## src/rtl/systolic_pkg.sv

```systemverilog
// Shared definitions for the systolic edge feeder.
//   feeder_state_e : feeder FSM encodings (idle / stream / drain / done)
//   drain_cycles() : flush length after the last slice, from grid size and multiplier latency
//   `LANE_SLICE    : part-select of lane idx in a packed bus of w-bit lanes
// Optional feature macro used by the feeder: SKEW_FEEDER_LEN_CHECK_EN.

`ifndef LANE_SLICE
`define LANE_SLICE(idx, w) (idx)*(w) +: (w)
`endif

package systolic_pkg;

    typedef enum logic [1:0] {
        StIdle   = 2'd0,
        StStream = 2'd1,
        StDrain  = 2'd2,
        StDone   = 2'd3
    } feeder_state_e;

    // Skew across the grid diagonal (2*(n-1)) plus the multiplier pipe plus the accumulate.
    function automatic int unsigned drain_cycles(input int unsigned n,
                                                 input int unsigned mul_lat);
        return 2 * (n - 1) + mul_lat + 1;
    endfunction

endpackage

```

## src/rtl/skew_delay_line.sv

```systemverilog
// Zero-reset shift register for one edge lane.
// Ports:
//   clk   in             clock, all state on posedge
//   rst   in             synchronous active-high reset, clears every stage
//   din   in  DATA_WIDTH value entering the lane this cycle
//   dout  out DATA_WIDTH value leaving the last stage (DEPTH cycles after entry)

module skew_delay_line
    import systolic_pkg::*;
#(
    parameter int unsigned DATA_WIDTH = 8,
    parameter int unsigned DEPTH      = 1
) (
    input  logic                  clk,
    input  logic                  rst,
    input  logic [DATA_WIDTH-1:0] din,
    output logic [DATA_WIDTH-1:0] dout
);

    logic [DATA_WIDTH-1:0] stage_q [DEPTH];

    always_ff @(posedge clk) begin
        if (rst) begin
            for (int s = 0; s < int'(DEPTH); s++) begin
                stage_q[s] <= '0;
            end
        end else begin
            stage_q[0] <= din;
            for (int s = 1; s < int'(DEPTH); s++) begin
                stage_q[s] <= stage_q[s-1];
            end
        end
    end

    assign dout = stage_q[DEPTH-1];

endmodule

```

## src/rtl/systolic_skew_feeder.sv

```systemverilog
// Edge transmitter for an output-stationary PE grid. Takes one k-slice per beat (column k of A,
// row k of B), skews it onto the left-column a lanes and top-row b lanes, flushes zeros after
// the last slice until the far corner PE has accumulated, then pulses done.
// Ports:
//   clk, rst          clock; synchronous active-high reset
//   in_valid/in_ready slice handshake, beat accepted when both high at posedge
//   in_last           beat is the final slice of the product
//   in_a, in_b        N lanes of DATA_WIDTH, lane i in bits [i*DATA_WIDTH +: DATA_WIDTH]
//   a_edge, b_edge    skewed lane outputs; value accepted at edge t shows on lane i after t+i+1
//   busy              high while streaming or draining
//   done              one-cycle pulse when grid accumulation is complete
//   err_len           sticky slice-count error (only with SKEW_FEEDER_LEN_CHECK_EN)
// Build option: define SKEW_FEEDER_LEN_CHECK_EN to add the beat counter and err_len.

module systolic_skew_feeder
    import systolic_pkg::*;
#(
    parameter int unsigned DATA_WIDTH = 8,
    parameter int unsigned N          = 4,
    parameter int unsigned K          = 4,
    parameter int unsigned MUL_LAT    = 1
) (
    input  logic                    clk,
    input  logic                    rst,
    input  logic                    in_valid,
    output logic                    in_ready,
    input  logic                    in_last,
    input  logic [N*DATA_WIDTH-1:0] in_a,
    input  logic [N*DATA_WIDTH-1:0] in_b,
    output logic [N*DATA_WIDTH-1:0] a_edge,
    output logic [N*DATA_WIDTH-1:0] b_edge,
    output logic                    busy,
    output logic                    done
`ifdef SKEW_FEEDER_LEN_CHECK_EN
    ,
    output logic                    err_len
`endif
);

    localparam int unsigned DrainCycles = drain_cycles(N, MUL_LAT);
    localparam int unsigned CntW        = $clog2(DrainCycles + 1);

    feeder_state_e   state_q, state_d;
    logic [CntW-1:0] drain_cnt_q, drain_cnt_d;
    logic            accept;

    assign accept = in_valid && in_ready;

    // ---------------------------------------------------------------- control FSM
    // The counter runs DrainCycles..0, so done lands DrainCycles+1 edges after the last beat.
    always_comb begin
        state_d     = state_q;
        drain_cnt_d = drain_cnt_q;
        in_ready    = 1'b0;
        busy        = 1'b0;
        done        = 1'b0;
        unique case (state_q)
            StIdle, StStream: begin
                in_ready = 1'b1;
                busy     = (state_q == StStream);
                if (in_valid) begin
                    if (in_last) begin
                        state_d     = StDrain;
                        drain_cnt_d = CntW'(DrainCycles);
                    end else begin
                        state_d = StStream;
                    end
                end
            end
            StDrain: begin
                busy = 1'b1;
                if (drain_cnt_q == '0) begin
                    state_d = StDone;
                end else begin
                    drain_cnt_d = drain_cnt_q - CntW'(1);
                end
            end
            StDone: begin
                done    = 1'b1;
                state_d = StIdle;
            end
            default: state_d = StIdle;
        endcase
    end

    always_ff @(posedge clk) begin
        if (rst) begin
            state_q     <= StIdle;
            drain_cnt_q <= '0;
        end else begin
            state_q     <= state_d;
            drain_cnt_q <= drain_cnt_d;
        end
    end

    // ---------------------------------------------------------------- injection and skew
    // Capture register ahead of the lanes: a bubble injects zeros, whatever sits on in_a/in_b.
    logic [N*DATA_WIDTH-1:0] inj_a_q, inj_b_q;

    always_ff @(posedge clk) begin
        if (rst) begin
            inj_a_q <= '0;
            inj_b_q <= '0;
        end else begin
            inj_a_q <= accept ? in_a : '0;
            inj_b_q <= accept ? in_b : '0;
        end
    end

    for (genvar i = 0; i < int'(N); i++) begin : g_lane
        skew_delay_line #(
            .DATA_WIDTH(DATA_WIDTH),
            .DEPTH     (i + 1)
        ) u_a_line (
            .clk (clk),
            .rst (rst),
            .din (inj_a_q[`LANE_SLICE(i, DATA_WIDTH)]),
            .dout(a_edge[`LANE_SLICE(i, DATA_WIDTH)])
        );

        skew_delay_line #(
            .DATA_WIDTH(DATA_WIDTH),
            .DEPTH     (i + 1)
        ) u_b_line (
            .clk (clk),
            .rst (rst),
            .din (inj_b_q[`LANE_SLICE(i, DATA_WIDTH)]),
            .dout(b_edge[`LANE_SLICE(i, DATA_WIDTH)])
        );
    end

    // ---------------------------------------------------------------- optional length check
`ifdef SKEW_FEEDER_LEN_CHECK_EN
    localparam int unsigned BeatW = (K > 1) ? $clog2(K) : 1;

    logic [BeatW-1:0] beat_q, beat_d;
    logic             err_len_q, err_len_d;
    logic             beat_is_final;

    assign beat_is_final = (beat_q == BeatW'(K - 1));

    always_comb begin
        beat_d    = beat_q;
        err_len_d = err_len_q;
        if (accept) begin
            // Flag a last beat that is early, or a final-count beat that is not marked last.
            if (in_last != beat_is_final) begin
                err_len_d = 1'b1;
            end
            beat_d = (in_last || beat_is_final) ? '0 : beat_q + BeatW'(1);
        end
    end

    always_ff @(posedge clk) begin
        if (rst) begin
            beat_q    <= '0;
            err_len_q <= 1'b0;
        end else begin
            beat_q    <= beat_d;
            err_len_q <= err_len_d;
        end
    end

    assign err_len = err_len_q;
`else
    // K only sizes the length check; keep it referenced so the default build elaborates it.
    if (K == 0) begin : g_k_unused
    end
`endif

endmodule

```

## config.mk

```make
export PLATFORM = sky130hd
export DESIGN_NAME = systolic_skew_feeder
export DESIGN_NICKNAME = d
export VERILOG_FILES = /design/src/rtl/systolic_pkg.sv /design/src/rtl/skew_delay_line.sv /design/src/rtl/systolic_skew_feeder.sv
export SDC_FILE = /design/constraint.sdc
export NUM_CORES = 1
export LEC_CHECK = 0
export BUFFER_PORTS_ARGS = -buffer_cell sky130_fd_sc_hd__buf_2
export CAP_MARGIN = 20
export CORE_UTILIZATION = 56
export CTS_BUF_LIST = sky130_fd_sc_hd__clkbuf_8
export CTS_CLUSTER_DIAMETER = 50
export DETAILED_ROUTE_END_ITERATION = 6
export GPL_ROUTABILITY_DRIVEN = 0
export GPL_TIMING_DRIVEN = 0
export PLACE_DENSITY = 0.84
export SYNTH_ARGS = -nofsm -noshare
export SYNTH_HDL_FRONTEND = slang
export SYNTH_SLANG_ARGS = --single-unit
```

## constraint.sdc

```tcl
create_clock -name clk -period 1.63 [get_ports clk]
set_input_delay 0.163 -clock clk [delete_from_list [all_inputs] [get_ports clk]]
set_output_delay 0.163 -clock clk [all_outputs]
set_load 0.03 [all_outputs]
```

-- After elaboration in Yosys (flattened, before gate mapping)
Memory sizes are Yosys's and may differ from the RTL's.
Cells that the tools add are included.
- memory bits (writable): 160
- memories kept: 8
- input port bits: 68
- bits in registers: 70
- memories (memory ; words ; bits a word ; read ports ; clocked after memory_dff ; write ports ; RTL line ; source):
    g_lane[3].u_a_line.stage_q ; 4 ; 8 ; 4 ; 0 ; 4 ; skew_delay_line.sv:20 ; logic [DATA_WIDTH-1:0] stage_q [DEPTH];
    g_lane[3].u_b_line.stage_q ; 4 ; 8 ; 4 ; 0 ; 4 ; skew_delay_line.sv:20 ;
    g_lane[2].u_a_line.stage_q ; 3 ; 8 ; 3 ; 0 ; 3 ; skew_delay_line.sv:20 ;
    g_lane[2].u_b_line.stage_q ; 3 ; 8 ; 3 ; 0 ; 3 ; skew_delay_line.sv:20 ;
    g_lane[1].u_a_line.stage_q ; 2 ; 8 ; 2 ; 0 ; 2 ; skew_delay_line.sv:20 ;
    g_lane[1].u_b_line.stage_q ; 2 ; 8 ; 2 ; 0 ; 2 ; skew_delay_line.sv:20 ;
    +2 memories ; -- ; -- ; -- ; -- ; -- ; -- ;
- equal/unequal tests: 7
- mux-type cells: 36
- bitwise gates (word level): 19
- add/sub/neg operators: 1
- reductions and logical operators: 10
- operator list (operator ; count):
    2-to-1 mux 8 bit ; 20
    OR 1 bit ; 18
    OR reduction 8 bit ; 2
    2-to-1 mux 4 bit ; 3
    != test 2 bit, second input constant ; 4
    case mux 4 bit (2 select lines) ; 1
    2-to-1 mux 1 bit ; 7
    2-to-1 mux 2 bit ; 3
    case mux 2 bit (3 select lines) ; 1
    == test 2 bit, second input constant ; 2
    zero test 4 bit ; 1
    AND reduction 4 bit ; 1
    OR reduction 2 bit ; 2
    subtractor 4 x 1 -> 4 bit, second input constant ; 1
    == test 2 x 1 -> 1 bit, second input constant ; 1
    zero test 2 bit ; 1
    case mux 1 bit (2 select lines) ; 1
    AND reduction 2 bit ; 1
    nonzero test 2 bit ; 1
    logical AND 1 bit ; 1
    NOT 1 bit ; 1

-- Logic depth before layout (Yosys ltp)
- depth in word-level cells: 6
- depth in mapped cells: 6

-- Modules after synthesis
A second synthesis with hierarchy kept.
- cell total of the unflattened synthesis: 553
- area, all modules: 6884.1 um^2
- modules (own cells, without submodules) (module ; instances ; area an instance (um^2) ; cells each):
    systolic_skew_feeder ; 1 ; 2182.1 ; 189
    skew_delay_line (g_lane[3].u_a_line ...) ; 2 ; 863.3 ; 67
    skew_delay_line (g_lane[2].u_a_line ...) ; 2 ; 753.2 ; 58
    skew_delay_line (g_lane[1].u_a_line ...) ; 2 ; 524.3 ; 41
    skew_delay_line (g_lane[0].u_a_line ...) ; 2 ; 210.2 ; 16

-- Worst setup path after synthesis
No wires, ideal clock.
- path type: register -> register
- start point: register state_q[0]
- end point: register drain_cnt_q[1]
- cell stages (with the launch flop): 6
- clock period less this slack: 1.485 ns
- path buffers: 0
- slack: 0.145 ns
- required time: 1.573 ns
- arrival: 1.427 ns
- cell sequence: dfxtp_1 inv_1 ha_1 or3_1 a311oi_1 a31o_2
- longest elaborated chain between the ends: 4
- elaborated cells between the ends (all ways): 10
- those cells by class: eq/ne: 5; mux: 1; reduce/logical: 4
- RTL lines (item ; RTL line ; source):
    from (decl) ; systolic_skew_feeder.sv:43 ; feeder_state_e state_q, state_d;
    from (signal assigned) ; systolic_skew_feeder.sv:88 ; state_q <= StIdle;
    from (signal assigned) ; systolic_skew_feeder.sv:91 ; state_q <= state_d;
    == test 2 x 1 -> 1 bit / zero test 2 bit (equally long branches) ; systolic_skew_feeder.sv:57 ; unique case (state_q)
    OR reduction 2 bit ; systolic_skew_feeder.sv:57 ;
    != test 2 bit (no line) / nonzero test 2 bit (equally long branches) ; -- ;
    AND reduction 4 bit (no line) ; -- ;
    to (signal assigned) ; systolic_skew_feeder.sv:92 ; drain_cnt_q <= drain_cnt_d;
    to (decl) ; systolic_skew_feeder.sv:44 ; logic [CntW-1:0] drain_cnt_q, drain_cnt_d;
Parallel ways exist; a longest one is shown, timed or not.
A chain may end at the register's enable or synchronous reset.

-- Final worst setup path
- start point: register state_q[0]
- end point: register drain_cnt_q[2]
The elaborated chain is that of the path after synthesis.

==> results.sh <==
export IMPL_ir_drop_uv=787
export IMPL_die_h_um=111
export IMPL_design_area_um2=8970
export IMPL_syn_nets=632
export IMPL_dp_hpwl_um=7430
export IMPL_drtIter0Drc=166
export IMPL_syn_area_um2=6700
export IMPL_start_util_pct=58.1
export IMPL_avgSynthCellArea_um2=12.0
export IMPL_min_path_type="in2reg"
export IMPL_drive_gt1_share_pct=29.2
export IMPL_crit_arrival_ns=1.98
export IMPL_cp_slowest_stage_delay_ns=0.38
export IMPL_viasPerCell=4.50
export IMPL_fp_dieW_um=111
export IMPL_insertion_delay_ns=0.47
export IMPL_worstHoldPathCells=4
export IMPL_r2r_end="drain_cnt_q[2]"
export IMPL_core_area_um2=11500
export IMPL_syn_inst=559
export IMPL_crit_slowest_cell="dfxtp_4"
export IMPL_grt_pass1_wl_um=20900
export IMPL_r2r_setup_slack_ns=0.02
export IMPL_worstSetupEndpointType="register"
export IMPL_root_buffer="clkbuf_8"
export IMPL_hold_viol_final=0
export IMPL_finalCritPeriodShare_pct=99.0
export IMPL_port_buffers=133
export IMPL_cts_tree="yes"
export IMPL_syn_to_final_growth_pct=33.9
export IMPL_path_clk_slew_ns=0.06
export IMPL_setup_tns_ns=0
export IMPL_overflow=0
export IMPL_routed_wl_um=12700
export IMPL_yosys_register_bits=230
export IMPL_worst_clock_skew_ns=0.00912
export IMPL_numCtsBuffers=34
export IMPL_status="complete, but fails checks"
export IMPL_fin_nets=868
export IMPL_drv_cap=0
export IMPL_postRouteAntennaNets=0
export IMPL_dieArea_um2=12400
export IMPL_rsz0062_at_grt="yes"
export IMPL_track_usage_pct=21.3
export IMPL_p_leak_nw=4.08
export IMPL_cts_num_sinks=230
export IMPL_max_slew_margin_pct=59.5
export IMPL_crit_fanout=10
export IMPL_row_count=39
export IMPL_r2r_cells=6
export IMPL_fmax_mhz=619
export IMPL_yosysUniqueCellTypes=34
export IMPL_slew_violations=0
export IMPL_crit_buf_inv=2
export IMPL_grt_start_max_net_pins=11
export IMPL_antenna_cells=0
export IMPL_power_density_nw_per_um2=1270
export IMPL_ys_warn_count=0
export IMPL_wl_per_cell_um=13.3
export IMPL_crit_required_ns=1.99
export IMPL_htreeDepth=2
export IMPL_grt_pass1_vias=4648
export IMPL_min_from="in_last"
export IMPL_crit_family="flip-flops"
export IMPL_synth_seq_area_share_pct=68.8
export IMPL_worstSetupPathType="reg2reg"
export IMPL_drc=18
export IMPL_antenna_found_initial=0
export IMPL_path_cells="inv_2 > ha_1 > buf_2 > nor3_2 > nor2_1 > a311oi_1"
export IMPL_violations="DRC"
export IMPL_final_setup_viol_count=0
export IMPL_clk_path_buf_depth=3
export IMPL_dr_pass1_iters=6
export IMPL_min_to="state_q[0]"
export IMPL_placed_area_um2=7540
export IMPL_ioPinCount=135
export IMPL_layout_min_cycle_time_ns=1.61
export IMPL_dr_total_vias=4302
export IMPL_start_kind="register"
export IMPL_r2r_start="state_q[0]"
export IMPL_tightest_slew_ns=0.608
==> cells in the final DEF, fill, tap and decap left out, types with 3 or more instances in the layout <==
cell           synthesis  layout
dfxtp_1              230     228
nor2b_1              161     161
buf_2                  2     135
and2_1                65      65
dlygate4sd3_1          0      64
clkbuf_8               0      44
buf_4                 32      34
clkbuf_1              18      17
inv_1                  6      12
buf_6                  0       6
nand2_1                4       4
ha_1                   5       3
clkinv_2               0       3
==> per-stage QoR <==
step,util [%],worst slack (ns),cells,power [mW],hold WS [ns]
2_1_floorplan,-,0.145,559,6.64,0.285
3_3_place_gp,65.5,-0.209,835,6.86,0.362
3_5_place_dp,65.5,-0.215,835,6.91,0.366
4_1_cts,77.4,0.0314,956,11.4,0.162
5_1_grt,77.9,-0.0410,957,11.9,0.209
6_report,77.9,0.0156,957,11.4,0.187
==> power breakdown <==
part,switching (mW),internal (mW),total (mW),leakage (nW)
clock,1.92,2.40,4.32,0.371
combinational,0.567,0.562,1.13,1.84
sequential,0.0835,5.87,5.96,1.87
total,2.57,8.83,11.4,4.08
==> per-layer routing <==
| layer | share of wire, % | vias up | wire length (um) | track usage, % |
|---|---|---|---|---|
| met4 | 2.9 | 0 | 367 | 9.55 |
| met3 | 7.4 | 33 | 942 | 6.21 |
| met1 | 37 | 1953 | 4760 | 20.9 |
| met2 | 52 | 158 | 6660 | 41.1 |
| li1 | - | 2158 | - | - |
| met5 | 0 | - | 0 | 0 |
==> cell usage after synthesis, drive strengths merged <==
cell type,count,share of area [%]
dfxtp,230,69
nor2b,161,15
and2,65,6.1
buf,34,3.7
clkbuf,24,1.5
inv,6,0.34
ha,5,0.93
nand2,4,0.22
a311oi,2,0.26
a31oi,2,0.19
nor2,2,0.11
nor3,2,0.15
nor3b,2,0.39
o2bb2ai,2,0.26
or3,2,0.19
a211o,1,0.13
a211oi,1,0.11
a21oi,1,0.075
a2bb2oi,1,0.13
a31o,1,0.13
a41oi,1,0.13
and3b,1,0.13
mux2i,1,0.15
nand2b,1,0.093
nand4,1,0.093
nand4bb,1,0.17
nor4,1,0.093
o21ai,1,0.075
o21ba,1,0.15
or2,1,0.093
or3b,1,0.13
==> registers in the layout (all words and copies together), names as in the netlist <==
name / cells
drain_cnt_q: 4
g_lane.u_a_line.stage_q: 80
g_lane.u_b_line.stage_q: 80
inj_a_q: 32
inj_b_q: 32
state_q: 2
==> worst min-delay path: cells and delay by family <==
kind,cells,cell delay (ns)
AO/OA/AOI/OAI,1,0.12
buffers and inverters,1,0.10
AND/OR/NAND/NOR,1,0.18
multiplexers,1,0.05
==> final cells by class <==
type                       instances  area (um^2)
clock buffer                      44          606
timing repair buffer             200         1340
clock inverter                    11         45.0
multi-input combinational        265         1770
sequential                       230         4610
fill                             692         2550
buffer                            58          387
inverter                           6         22.5
tap                              143          179
==> cell families (layout without fill, tap and decap cells) <==
group           after synthesis  count (layout)  synth area share (%)
buf+inv                      64             319                  5.53
fa+ha+maj                     5               5                 0.934
flops                       230             230                  68.8
compound gates               14              14                  1.64
mux                           1               1                 0.149
simple gates                245             245                  23.0
==> worst max-delay path by stage <==
stage	cells past startpoint	end	slack (ns)	startpoint
detailed placement	6	inj_a_q[22]	-0.22	state_q[0]
floorplan	5	drain_cnt_q[1]	0.15	state_q[0]
finish	6	drain_cnt_q[2]	0.02	state_q[0]
global placement	6	inj_a_q[23]	-0.21	state_q[0]
CTS	5	in_ready	0.03	state_q[1]
global route	6	drain_cnt_q[2]	-0.04	state_q[0]
==> repair_timing <==
item,CTS,global route
pin swaps,2,0
cloned,0,0
resized for setup,18,20
endpoints found under the setup margin,65,63
endpoints found under the hold margin,64,0
hold buffers,64,0
buffers inserted,2,1
No activity file was read; power rests on OpenSTA's default activity.
